==> src/rtl/bg_sar_readout.sv <==
// bg_sar_readout: SAR controller that digitises the buffered bandgap reference,
// with optional averaging of 2^AVG_LOG2 conversions per reported result.
module bg_sar_readout #(
    parameter int WIDTH         = 8,
    parameter int SAMPLE_CYCLES = 4,
    parameter int SETTLE_CYCLES = 4,
    parameter int AVG_LOG2      = 0
) (
    input  logic             clk,
    input  logic             rst_n,
    input  logic             ena,
    input  logic             start,
    input  logic             comp_in,
    output logic             sample_en,
    output logic [WIDTH-1:0] dac_code,
    output logic             busy,
    output logic [WIDTH-1:0] result,
    output logic             valid
);
    localparam int AW = WIDTH + AVG_LOG2;
    localparam int NW = AVG_LOG2 + 1;
    localparam int CMAX = SAMPLE_CYCLES > SETTLE_CYCLES ? SAMPLE_CYCLES : SETTLE_CYCLES;
    localparam int CW = $clog2(CMAX + 1);
    localparam int IW = WIDTH > 1 ? $clog2(WIDTH) : 1;
    localparam logic [CW-1:0] SAMP_LAST = CW'(SAMPLE_CYCLES - 1);
    localparam logic [CW-1:0] SET_LAST  = CW'(SETTLE_CYCLES - 1);
    localparam logic [NW-1:0] CONV_LAST = NW'((1 << AVG_LOG2) - 1);
    localparam logic [IW-1:0] TOP_BIT   = IW'(WIDTH - 1);
    localparam logic [WIDTH-1:0] MSB    = WIDTH'(1) << (WIDTH - 1);

    typedef enum logic [1:0] {IDLE, SAMPLE, BIT, DONE} state_t;

    state_t           state_q;
    logic             sync1_q, comp_s_q;
    logic [CW-1:0]    cyc_q;
    logic [IW-1:0]    bit_q;
    logic [AW-1:0]    acc_q;
    logic [NW-1:0]    conv_q;
    logic             sample_en_q, valid_q;
    logic [WIDTH-1:0] dac_q, result_q;
    logic [WIDTH-1:0] trial_mask, code_d;
    logic [AW-1:0]    acc_d;

    assign trial_mask = WIDTH'(1) << bit_q;
    // the trial bit survives only if the synchronised comparator saw Vin >= Vdac
    assign code_d     = comp_s_q ? dac_q : (dac_q & ~trial_mask);
    assign acc_d      = acc_q + AW'(code_d);

    always_ff @(posedge clk or negedge rst_n) begin
        if (!rst_n) begin
            sync1_q  <= 1'b0;
            comp_s_q <= 1'b0;
        end else begin
            sync1_q  <= comp_in;
            comp_s_q <= sync1_q;
        end
    end

    always_ff @(posedge clk or negedge rst_n) begin
        if (!rst_n) begin
            state_q     <= IDLE;
            cyc_q       <= '0;
            bit_q       <= '0;
            acc_q       <= '0;
            conv_q      <= '0;
            sample_en_q <= 1'b0;
            dac_q       <= '0;
            result_q    <= '0;
            valid_q     <= 1'b0;
        end else begin
            valid_q <= 1'b0;
            if (!ena) begin
                state_q     <= IDLE;
                cyc_q       <= '0;
                acc_q       <= '0;
                conv_q      <= '0;
                sample_en_q <= 1'b0;
                dac_q       <= '0;
            end else begin
                case (state_q)
                    IDLE: if (start) begin
                        state_q     <= SAMPLE;
                        cyc_q       <= '0;
                        acc_q       <= '0;
                        conv_q      <= '0;
                        sample_en_q <= 1'b1;
                        dac_q       <= '0;
                    end
                    SAMPLE: if (cyc_q == SAMP_LAST) begin
                        state_q     <= BIT;
                        cyc_q       <= '0;
                        bit_q       <= TOP_BIT;
                        sample_en_q <= 1'b0;
                        dac_q       <= MSB;
                    end else begin
                        cyc_q <= cyc_q + CW'(1);
                    end
                    BIT: if (cyc_q == SET_LAST) begin
                        cyc_q <= '0;
                        if (bit_q != '0) begin
                            bit_q <= bit_q - IW'(1);
                            dac_q <= code_d | (trial_mask >> 1);
                        end else begin
                            acc_q  <= acc_d;
                            conv_q <= conv_q + NW'(1);
                            dac_q  <= '0;
                            if (conv_q == CONV_LAST) begin
                                state_q <= DONE;
                            end else begin
                                state_q     <= SAMPLE;
                                sample_en_q <= 1'b1;
                            end
                        end
                    end else begin
                        cyc_q <= cyc_q + CW'(1);
                    end
                    DONE: begin
                        state_q  <= IDLE;
                        result_q <= acc_q[AW-1:AVG_LOG2];
                        valid_q  <= 1'b1;
                    end
                    default: state_q <= IDLE;
                endcase
            end
        end
    end

    assign sample_en = sample_en_q;
    assign dac_code  = dac_q;
    assign busy      = state_q != IDLE;
    assign result    = result_q;
    assign valid     = valid_q;
endmodule

==> config.mk <==
export PLATFORM = sky130hd
export DESIGN_NAME = bg_sar_readout
export DESIGN_NICKNAME = d
export VERILOG_FILES = /design/src/rtl/bg_sar_readout.sv
export SDC_FILE = /design/constraint.sdc
export NUM_CORES = 1
export LEC_CHECK = 0
export ABC_AREA = 1
export CELL_PAD_IN_SITES_DETAIL_PLACEMENT = 1
export CELL_PAD_IN_SITES_GLOBAL_PLACEMENT = 1
export CORE_ASPECT_RATIO = 0.6
export CORE_MARGIN = 2
export CORE_UTILIZATION = 42
export DETAILED_ROUTE_END_ITERATION = 8
export PLACE_DENSITY_LB_ADDON = 0.25
export SLEW_MARGIN = 20
export SYNTH_ARGS = -nofsm -noshare
export SYNTH_HDL_FRONTEND = slang
export SYNTH_SLANG_ARGS = --single-unit
==> constraint.sdc <==
create_clock -name clk -period 2.7 [get_ports clk]
set_input_delay 0.54 -clock clk [delete_from_list [all_inputs] [get_ports clk]]
set_output_delay 0.54 -clock clk [all_outputs]
set_load 0.005 [all_outputs]
Word level (Yosys, flattened, before mapping)

Index checks and enable logic that the tools add are counted.

Output and inout bits: 19
Logic and storage cells: 86
Flip-flop bits (word level): 37
Input port bits: 5

Reduce and logical (&&, ||, !) cells: 12
Add/sub/neg operators: 4
Eq/ne operators: 15
Bitwise logic cells: 3
Shift-type cells: 1
Mux-type cells: 40

Operator list:

| operator                                        | number |
|---|---|
| two-way mux 8 bit                               | 9 |
| case mux 8 bit (3 select lines)                 | 1 |
| two-way mux 3 bit                               | 6 |
| case mux 8 bit (2 select lines)                 | 1 |
| != test 3 bit, second input constant            | 5 |
| two-way mux 1 bit                               | 12 |
| two-way mux 2 bit                               | 6 |
| case mux 3 bit (2 select lines)                 | 2 |
| AND reduction 4 bit                             | 3 |
| adder 8 bit                                     | 1 |
| bitwise AND 8 bit                               | 1 |
| inverter 8 bit                                  | 1 |
| OR 8 x 7 -> 8 bit                               | 1 |
| case mux 2 bit (4 select lines)                 | 1 |
| << shifter 1 x 3 -> 8 bit, first input constant | 1 |
| != test 2 bit, second input constant            | 3 |
| AND reduction 6 bit                             | 1 |
| AND reduction 5 bit                             | 1 |
| == test 2 bit, second input constant            | 2 |
| != test 4 x 1 -> 1 bit, second input constant   | 1 |
| AND reduction 2 bit                             | 2 |
| nonzero test 2 bit                              | 2 |
| adder 3 x 1 -> 3 bit, second input constant     | 1 |
| == test 3 x 2 -> 1 bit, second input constant   | 1 |
| 10 further kinds                                | 10 |

Depth between registers and ports, before layout

Gate-level depths: netlist (run 1).

Depth in word-level cells: 9
Gate-level depth with buffers: 14

Least setup slack after synthesis (run 1)

Ideal clock, no wire load.

Path kind: reg2reg
Start point: register bit_q[0]
End point: register acc_q[4]
Setup slack: 620 ps
Library setup time: 123 ps
Clock period less this slack: 2080 ps
Required time: 2577 ps
Arrival time: 1957 ps
Cell stages (with the launch flop): 14
Cells stage by stage: dfrtp_1 > inv_1 > ha_1 > nand2_2 > o21ai_0 > inv_1 > ha_1 > inv_1 > fa_1 > inv_1 > a21oi_1 > and2_1 > o21ai_0 > nand2_1

Cells in the longest elaborated chain, start to end: 9
Elaborated cells on any way between the ends: 12
Those cells by class: add/sub (1); eq/ne (1); shift (1); mux (5); bitwise (2); reduce/logical (2)

Ends and longest elaborated chain:

| what                            | line | RTL |
|---|---|---|
| start, declared                 | 36   | `logic [IW-1:0] bit_q;` |
| start signal, assigned          | 101  | `bit_q <= bit_q - IW'(1);` |
| << shifter 1 x 3 -> 8 bit       | 44   | `assign trial_mask = WIDTH'(1) << bit_q;` |
| inverter 8 bit                  | 46   | `assign code_d = comp_s_q ? dac_q : (dac_q & ~trial_mask);` |
| bitwise AND 8 bit               | 46   |  |
| two-way mux 8 bit               | 46   |  |
| adder 8 bit                     | 47   | `assign acc_d = acc_q + AW'(code_d);` |
| two-way mux 8 bit               | 100  | `if (bit_q != '0) begin` |
| two-way mux 8 bit               | 98   | `BIT: if (cyc_q == SET_LAST) begin` |
| case mux 8 bit (2 select lines) | 80   | `case (state_q)` |
| two-way mux 8 bit               | 72   | `if (!ena) begin` |
| end signal, assigned            | 75   | `acc_q <= '0;` |
| end signal, assigned            | 84   | `acc_q <= '0;` |
| end signal, assigned            | 104  | `acc_q <= acc_d;` |
| end, declared                   | 37   | `logic [AW-1:0] acc_q;` |

Parallel ways exist; a longest one is shown, timed or not. The select of a mux whose other input is x is not followed.
A chain may end at the register's enable or synchronous reset.

Final worst setup path (run 1)

Ends and elaborated chain as after synthesis.

==> results.py, run 1 <==
metrics = {
    "die": {
        "dieArea_sq_um": 6070,
        "start_util": 0.443,
        "ios": 24,
        "num_rows": 20,
        "dieWidth_um": 99.2,
        "die_h_um": 61.1,
        "coreArea_sq_um": 5150,
    },
    "critical_path": {
        "regToRegStartpoint": "bit_q[0]",
        "r2r_setup_slack_ns": 0.37,
        "cp-start-kind": "flip-flop",
        "reg2reg_depth": 13,
        "crit_fanout": 5,
        "cp.arrival_ns": 2.51,
        "r2r_end": "acc_q[4]",
        "endpoint_kind": "flip-flop",
        "required_ns": 2.88,
        "worstSetupPathType": "reg2reg",
        "cp-startpoint": "bit_q[0]",
    },
    "placed_design": {
        "routabilityCongestion": 0.826,
        "post-dp-hpwl_um": 4570,
        "dp_slack_ns": 0.380,
        "portBuffers": 23,
        "postPlaceCellArea_sq_um": 2570,
        "place_inst": 371,
    },
    "power_and_ir_drop": {
        "p_leak_nw": 1.42,
        "power_mw": 1.81,
        "ir_drop_mv": 0.448,
        "power.density_nw_per_um2": 681,
    },
    "sta": {
        "relSlewSlack": 0.427,
        "finalSetupTns_ns": 0,
        "fin_worst_skew_ns": 0.00543,
        "fin_ws_ns": 0.366,
        "slew_viol_final": 0,
        "finalHoldViolCount": 0,
        "timing.fmax_mhz": 428,
        "rsz0062_at_grt": "false",
        "period_needed_ns": 2.33,
        "worst_pin_slew_ns": 0.859,
        "period_share": 0.864,
        "setup_viol": 0,
    },
    "cts": {
        "cts-root-buf": "clkbuf_8",
        "cts.sinks": 37,
        "tritoncts": "yes",
        "post_cts_buffers": 0,
        "cts-resized-gates": 0,
        "htreeDepth": 2,
        "cts_buffers": 5,
        "clkSlewWorstSetupHoldPaths_ns": 0.07,
        "clockBufferDepth": 2,
        "clkLatencyLatePin_ns": 0.29,
        "ctsHoldBuffers": 0,
    },
    "detailed_routing": {
        "vias": 1914,
        "drt_iter0_markers": 111,
        "ant_nets": 0,
        "routed_wl_um": 5810,
        "routedWlPerCell_um": 15.4,
        "firstDrtPassIters": 4,
        "drc_errors": 0,
        "via_per_inst": 5.06,
    },
    "status": {
        "outcome": "finished clean",
    },
    "synth": {
        "synth.avg_cell_area_sq_um": 8.04,
        "synth-seq-cells": 37,
        "yosysSeqAreaShare": 0.405,
        "postSynthCellCount": 284,
        "synth_fp_nets": 307,
        "yosysWarnings": 0,
        "synth_compound_area_frac": 0.0882,
        "synthMuxAreaShare": 0,
        "synth_top_family_by_area": "simple AND/OR/NAND/NOR gates",
        "netlist_area_sq_um": 2280,
        "synth-simple-area-share": 0.305,
        "synthAdderAreaFrac": 0.102,
        "synth-xor-area-share": 0.0115,
        "synth_cell_types": 31,
    },
    "cells_and_area": {
        "final_design_area_no_fill_sq_um": 2660,
        "fin_cells": 378,
        "diodes": 0,
        "nets": 335,
        "mostFrequentLayoutCells": "nand2_1, inv_1, dfrtp_1, o21ai_0, nand3_1",
        "drive_gt1_frac": 0.106,
        "areaGrowthSynthToFinish_pct": 16.3,
        "multi_input_area_sq_um": 1160,
        "seqCellArea_sq_um": 926,
        "fillCellCount": 640,
        "layout_commonest_cell": "nand2_1",
    },
    "job": {
        "cap_violations": 0,
    },
    "grt": {
        "grt_max_degree": 38,
        "grt_antenna_before_repair": 0,
        "grt_pass1_wl_um": 9980,
        "grt_use_total": 0.217,
        "grt.overflow.total": 0,
        "grt_pass1_vias": 1977,
    },
    "min_path": {
        "min_path_type": "in2async",
    },
}
## stage by stage
stage / utilization / hold WS (ns)
after detailed placement: 0.499 / 0.336
after global placement: 0.499 / 0.335
final: 0.515 / 0.350
after CTS: 0.515 / 0.353
after global routing: 0.515 / 0.365
after floorplan: - / 0.244
## metal layers
layer | vias up | GRT usage | wire [um]
met5 | - | 0 | 0
met4 | 0 | 0.0528 | 57
met3 | 7 | 0.0420 | 173
met2 | 28 | 0.305 | 2270
met1 | 920 | 0.342 | 3310
li1 | 959 | - | -
## cell usage after synthesis
library cell	instances	area [sq um]
nor2_4	2	22.5
nand4_1	3	18.8
fa_1	1	20.0
inv_1	38	143
xor2_1	2	17.5
o22ai_1	2	12.5
nand3_2	2	20.0
nor2_1	16	60.1
a21oi_2	1	8.76
xnor2_1	1	8.76
nor2_2	3	18.8
nand2_4	4	45.0
o21ai_2	2	17.5
nor3_1	1	5.00
o21ai_0	23	115
buf_6	3	33.8
a21oi_1	5	25.0
nand2_2	4	25.0
inv_4	2	12.5
clkinv_4	1	8.76
o211ai_2	1	12.5
nand2_1	81	304
dfrtp_1	37	926
o21ai_1	2	10.0
clkbuf_1	1	3.75
and2_1	1	6.26
nand3_4	1	17.5
nand3_1	23	115
nand3b_1	3	22.5
ha_1	17	213
nor3_4	1	16.3
## cells by family (layout without fill, tap and decap cells)
logic type	Yosys count	after routing
XOR/XNOR	3	3
AO/OA/AOI/OAI	36	36
adder cells (fa/ha/maj)	18	18
buffers and inverters	45	73
AND/OR/NAND/NOR	145	145
flip-flops	37	37
## critical path, cell delays in order (launching register included)
cell and delay [ns]:
dfrtp_1 0.42, inv_1 0.10, ha_1 0.28, nand2_2 0.11
o21ai_0 0.10, inv_1 0.08, ha_1 0.16, inv_1 0.06
fa_1 0.39, inv_1 0.10, a21oi_1 0.08, and2_1 0.13
o21ai_0 0.14, nand2_1 0.06
## cell type report
cell class / count / share of cell area
multi-input cells: 202 / 0.436
flip-flops and latches: 37 / 0.349
repair buffers: 25 / 0.0904
inverters: 41 / 0.0617
clock buffers: 7 / 0.0325
well taps: 66 / 0.0311
## sequential cells by signal (all words and copies together), names as in the netlist
register	flops
acc_q	8
bit_q	3
comp_s_q	1
conv_q	1
cyc_q	3
dac_code	8
result	8
sample_en	1
state_q	2
sync1_q	1
valid	1
## power breakdown
group	switching, mW	internal, mW	leakage, nW
Sequential	0.0508	0.609	0.496
Combinational	0.492	0.256	0.875
Clock	0.197	0.203	0.0443
## worst max path at each step
stage                  endpoint  slack [ns]  cells past startpoint
finish                 acc_q[4]        0.37                     13
global route           acc_q[4]        0.06                     13
CTS                    acc_q[4]        0.35                     13
detailed placement  dac_code[6]        0.38                      9
global placement    dac_code[6]        0.37                      9
floorplan              acc_q[4]        0.62                     13
(Power assumes the default switching activity.)
==> inputs of run 2 (changes only) <==
--- a/config.mk
+++ b/config.mk
@@ -5,13 +5,12 @@
 export SDC_FILE = /design/constraint.sdc
 export NUM_CORES = 1
 export LEC_CHECK = 0
-export ABC_AREA = 1
 export CELL_PAD_IN_SITES_DETAIL_PLACEMENT = 1
 export CELL_PAD_IN_SITES_GLOBAL_PLACEMENT = 1
 export CORE_ASPECT_RATIO = 0.6
-export CORE_MARGIN = 2
-export CORE_UTILIZATION = 42
+export CORE_UTILIZATION = 44
 export DETAILED_ROUTE_END_ITERATION = 8
+export GPL_ROUTABILITY_DRIVEN = 1
 export PLACE_DENSITY_LB_ADDON = 0.25
 export SLEW_MARGIN = 20
 export SYNTH_ARGS = -nofsm -noshare
==> results.py, run 2 <==
metrics = {
    "critical_path": {
        "cp-start-kind": "flip-flop",
        "r2r_setup_slack_ns": 0.07,
        "regToRegStartpoint": "bit_q[1]",
        "crit_fanout": 4,
        "worstSetupPathType": "reg2reg",
        "reg2reg_depth": 10,
        "required_ns": 2.91,
        "cp.arrival_ns": 2.85,
        "r2r_end": "acc_q[7]",
        "endpoint_kind": "flip-flop",
    },
    "synth": {
        "synth_ff_type": "dfrtp_1",
        "synth-seq-cells": 37,
        "synth.avg_cell_area_sq_um": 9.87,
        "synthTopCellsByCount": "dfrtp_1, nand2_1, inv_1",
        "yosysSeqAreaShare": 0.428,
        "netlist_area_sq_um": 2160,
        "post-synth-top-area-cell": "dfrtp_1",
        "synth_edf_count": 0,
        "synth_cell_types": 52,
        "synth_fp_nets": 242,
        "synth_area_leaders": "dfrtp_1, ha_1, mux2_2",
        "yosys.area.top_type_share": 0.428,
        "yosysWarnings": 0,
        "postSynthCellCount": 219,
        "yosysMostFrequentCell": "dfrtp_1",
        "ys_async_sr_fraction": 1.00,
    },
    "sta": {
        "fin_worst_skew_ns": 0.00412,
        "period_needed_ns": 2.63,
        "timing.fmax_mhz": 380,
        "relSlewSlack": 0.452,
        "finalHoldViolCount": 0,
        "slew_viol_final": 0,
        "rsz0062_at_grt": "true",
        "setup_viol": 0,
        "worst_pin_slew_ns": 0.822,
        "fin_ws_ns": 0.0689,
        "period_share": 0.974,
    },
    "power_and_ir_drop": {
        "power_frac_comb": 0.421,
        "power.internal_mw": 1.11,
        "power_frac_seq": 0.372,
        "netSwitchingFraction": 0.393,
        "clockPowerShare": 0.207,
        "p_leak_nw": 1.21,
        "ir_drop_mv": 0.411,
        "power.density_nw_per_um2": 684,
        "power_mw": 1.83,
        "p_switching_uw": 720,
    },
    "placed_design": {
        "dp_slack_ns": -0.0821,
        "portBuffers": 23,
        "place_inst": 309,
        "routabilityCongestion": 0.876,
        "post-dp-hpwl_um": 4210,
    },
    "die": {
        "die_h_um": 56.3,
        "ios": 24,
        "start_util": 0.466,
        "dieArea_sq_um": 5210,
        "coreArea_sq_um": 4640,
        "dieWidth_um": 92.5,
        "num_rows": 19,
    },
    "cells_and_area": {
        "multi_input_area_sq_um": 1180,
        "fillCellCount": 518,
        "mostFrequentLayoutCells": "dfrtp_1, nand2_1, clkdlybuf4s50_1, inv_1, o21ai_0",
        "areaGrowthSynthToFinish_pct": 23.8,
        "nets": 279,
        "diodes": 0,
        "fin_cells": 320,
        "drive_gt1_frac": 0.230,
        "layout_commonest_cell": "dfrtp_1",
        "seqCellArea_sq_um": 930,
    },
    "cts": {
        "cts_buffers": 5,
        "htreeDepth": 2,
        "clkLatencyLatePin_ns": 0.29,
        "cts.sinks": 37,
        "tritoncts": "yes",
        "clockBufferDepth": 2,
        "cts-root-buf": "clkbuf_8",
        "clkSlewWorstSetupHoldPaths_ns": 0.07,
    },
    "grt": {
        "grt.overflow.total": 0,
        "grt_antenna_before_repair": 0,
        "grt_pass1_vias": 1721,
        "grt_use_total": 0.234,
        "grt_pass1_wl_um": 9060,
        "grt_max_degree": 38,
    },
    "detailed_routing": {
        "ant_nets": 0,
        "routed_wl_um": 5600,
        "drt_iter0_markers": 70,
        "firstDrtPassIters": 4,
        "drc_errors": 0,
        "via_per_inst": 5.51,
        "vias": 1763,
        "routedWlPerCell_um": 17.5,
    },
    "job": {
        "cap_violations": 0,
    },
    "min_path": {
        "min_path_type": "in2async",
    },
    "status": {
        "outcome": "finished clean",
    },
}
==> run 2: changes by cell type after synthesis, moves of 7 or more <==
cell,change
nand3_1,-19
inv_1,-18
mux2_2,+10
a21oi_1,+7
o21ai_0,-8
nand2_1,-57
==> run 2: cells by family after synthesis <==
family | count (synthesis) | share of synthesized area
DFF | 37 | 0.428
and+or+nand+nor | 61 | 0.139
xor gates and xnor gates | 2 | 0.00810
buffers and inverters | 27 | 0.0602
muxes | 13 | 0.0660
AOI/OAI and AO/OA | 61 | 0.191
adders and majority gates | 18 | 0.108
==> run 2: layer usage <==
metal  vias to the layer above  GRT usage  share of wire
met5                         -          0              0
met4                         0     0.0536         0.0082
met3                         8     0.0488          0.040
met2                        35      0.314           0.41
met1                       877      0.377           0.54
li1                        843          -              -
==> run 2: cell type report <==
cell class / count / area share
Clock buffer: 6 / 0.0271
Clock inverter: 2 / 0.00374
Inverter: 20 / 0.0290
Multi-Input combinational cell: 155 / 0.440
Sequential cell: 37 / 0.347
Tap cell: 63 / 0.0294
Timing Repair Buffer: 37 / 0.123
==> run 2: per-stage QoR <==
step           hold slack [ns]  utilization  instance area [sq um]  TNS, ns
3_5_place_dp             0.351        0.538                   2490  -0.0821
3_3_place_gp             0.338        0.538                   2490        0
5_1_grt                  0.376        0.578                   2680  -0.0386
2_1_floorplan            0.244            -                   2160        0
4_1_cts                  0.368        0.558                   2590        0
6_report                 0.340        0.578                   2680        0
==> run 2: power by group through the flow <==
stage,logic [mW],clock network [mW],registers (mW)
3_3_place_gp,0.701,0,0.679
2_1_floorplan,0.505,0,0.661
6_report,0.772,0.379,0.681
3_5_place_dp,0.722,0,0.682
5_1_grt,0.845,0.411,0.691
4_1_cts,0.739,0.390,0.672
==> run 2: worst max-delay path by stage <==
stage          startpoint  endpoint  slack [ns]
3_3_place_gp     bit_q[1]  acc_q[7]       0.004
4_1_cts          bit_q[1]  acc_q[7]       0.002
3_5_place_dp     bit_q[0]  acc_q[7]       -0.08
2_1_floorplan    bit_q[1]  acc_q[7]        0.15
6_report         bit_q[1]  acc_q[7]        0.07
5_1_grt          bit_q[1]  acc_q[7]       -0.02
==> run 2: worst max-delay path: stages, from the launching register on <==
cell	delay, ns
dfrtp_2	0.45
inv_2	0.14
ha_4	0.17
nand2_1	0.08
o21a_1	0.19
ha_1	0.22
a211oi_2	0.27
nor3_2	0.08
or4_4	0.49
a2111o_1	0.39
o211ai_2	0.08
==> run 2: repair_timing <==
action                                  in CTS  in global routing
pin swaps                                    1                  6
gates resized for setup                      5                 16
hold buffers                                 0                  0
buffers inserted                             1                  2
endpoints found under the setup margin       1                  2
==> inputs of run 3 (changes only) <==
--- a/config.mk
+++ b/config.mk
@@ -5,6 +5,7 @@
 export SDC_FILE = /design/constraint.sdc
 export NUM_CORES = 1
 export LEC_CHECK = 0
+export CAP_MARGIN = 20
 export CELL_PAD_IN_SITES_DETAIL_PLACEMENT = 1
 export CELL_PAD_IN_SITES_GLOBAL_PLACEMENT = 1
 export CORE_ASPECT_RATIO = 0.6
==> results of run 3 <==
No change in the layout: final DEF, timing and power equal those of run 2.
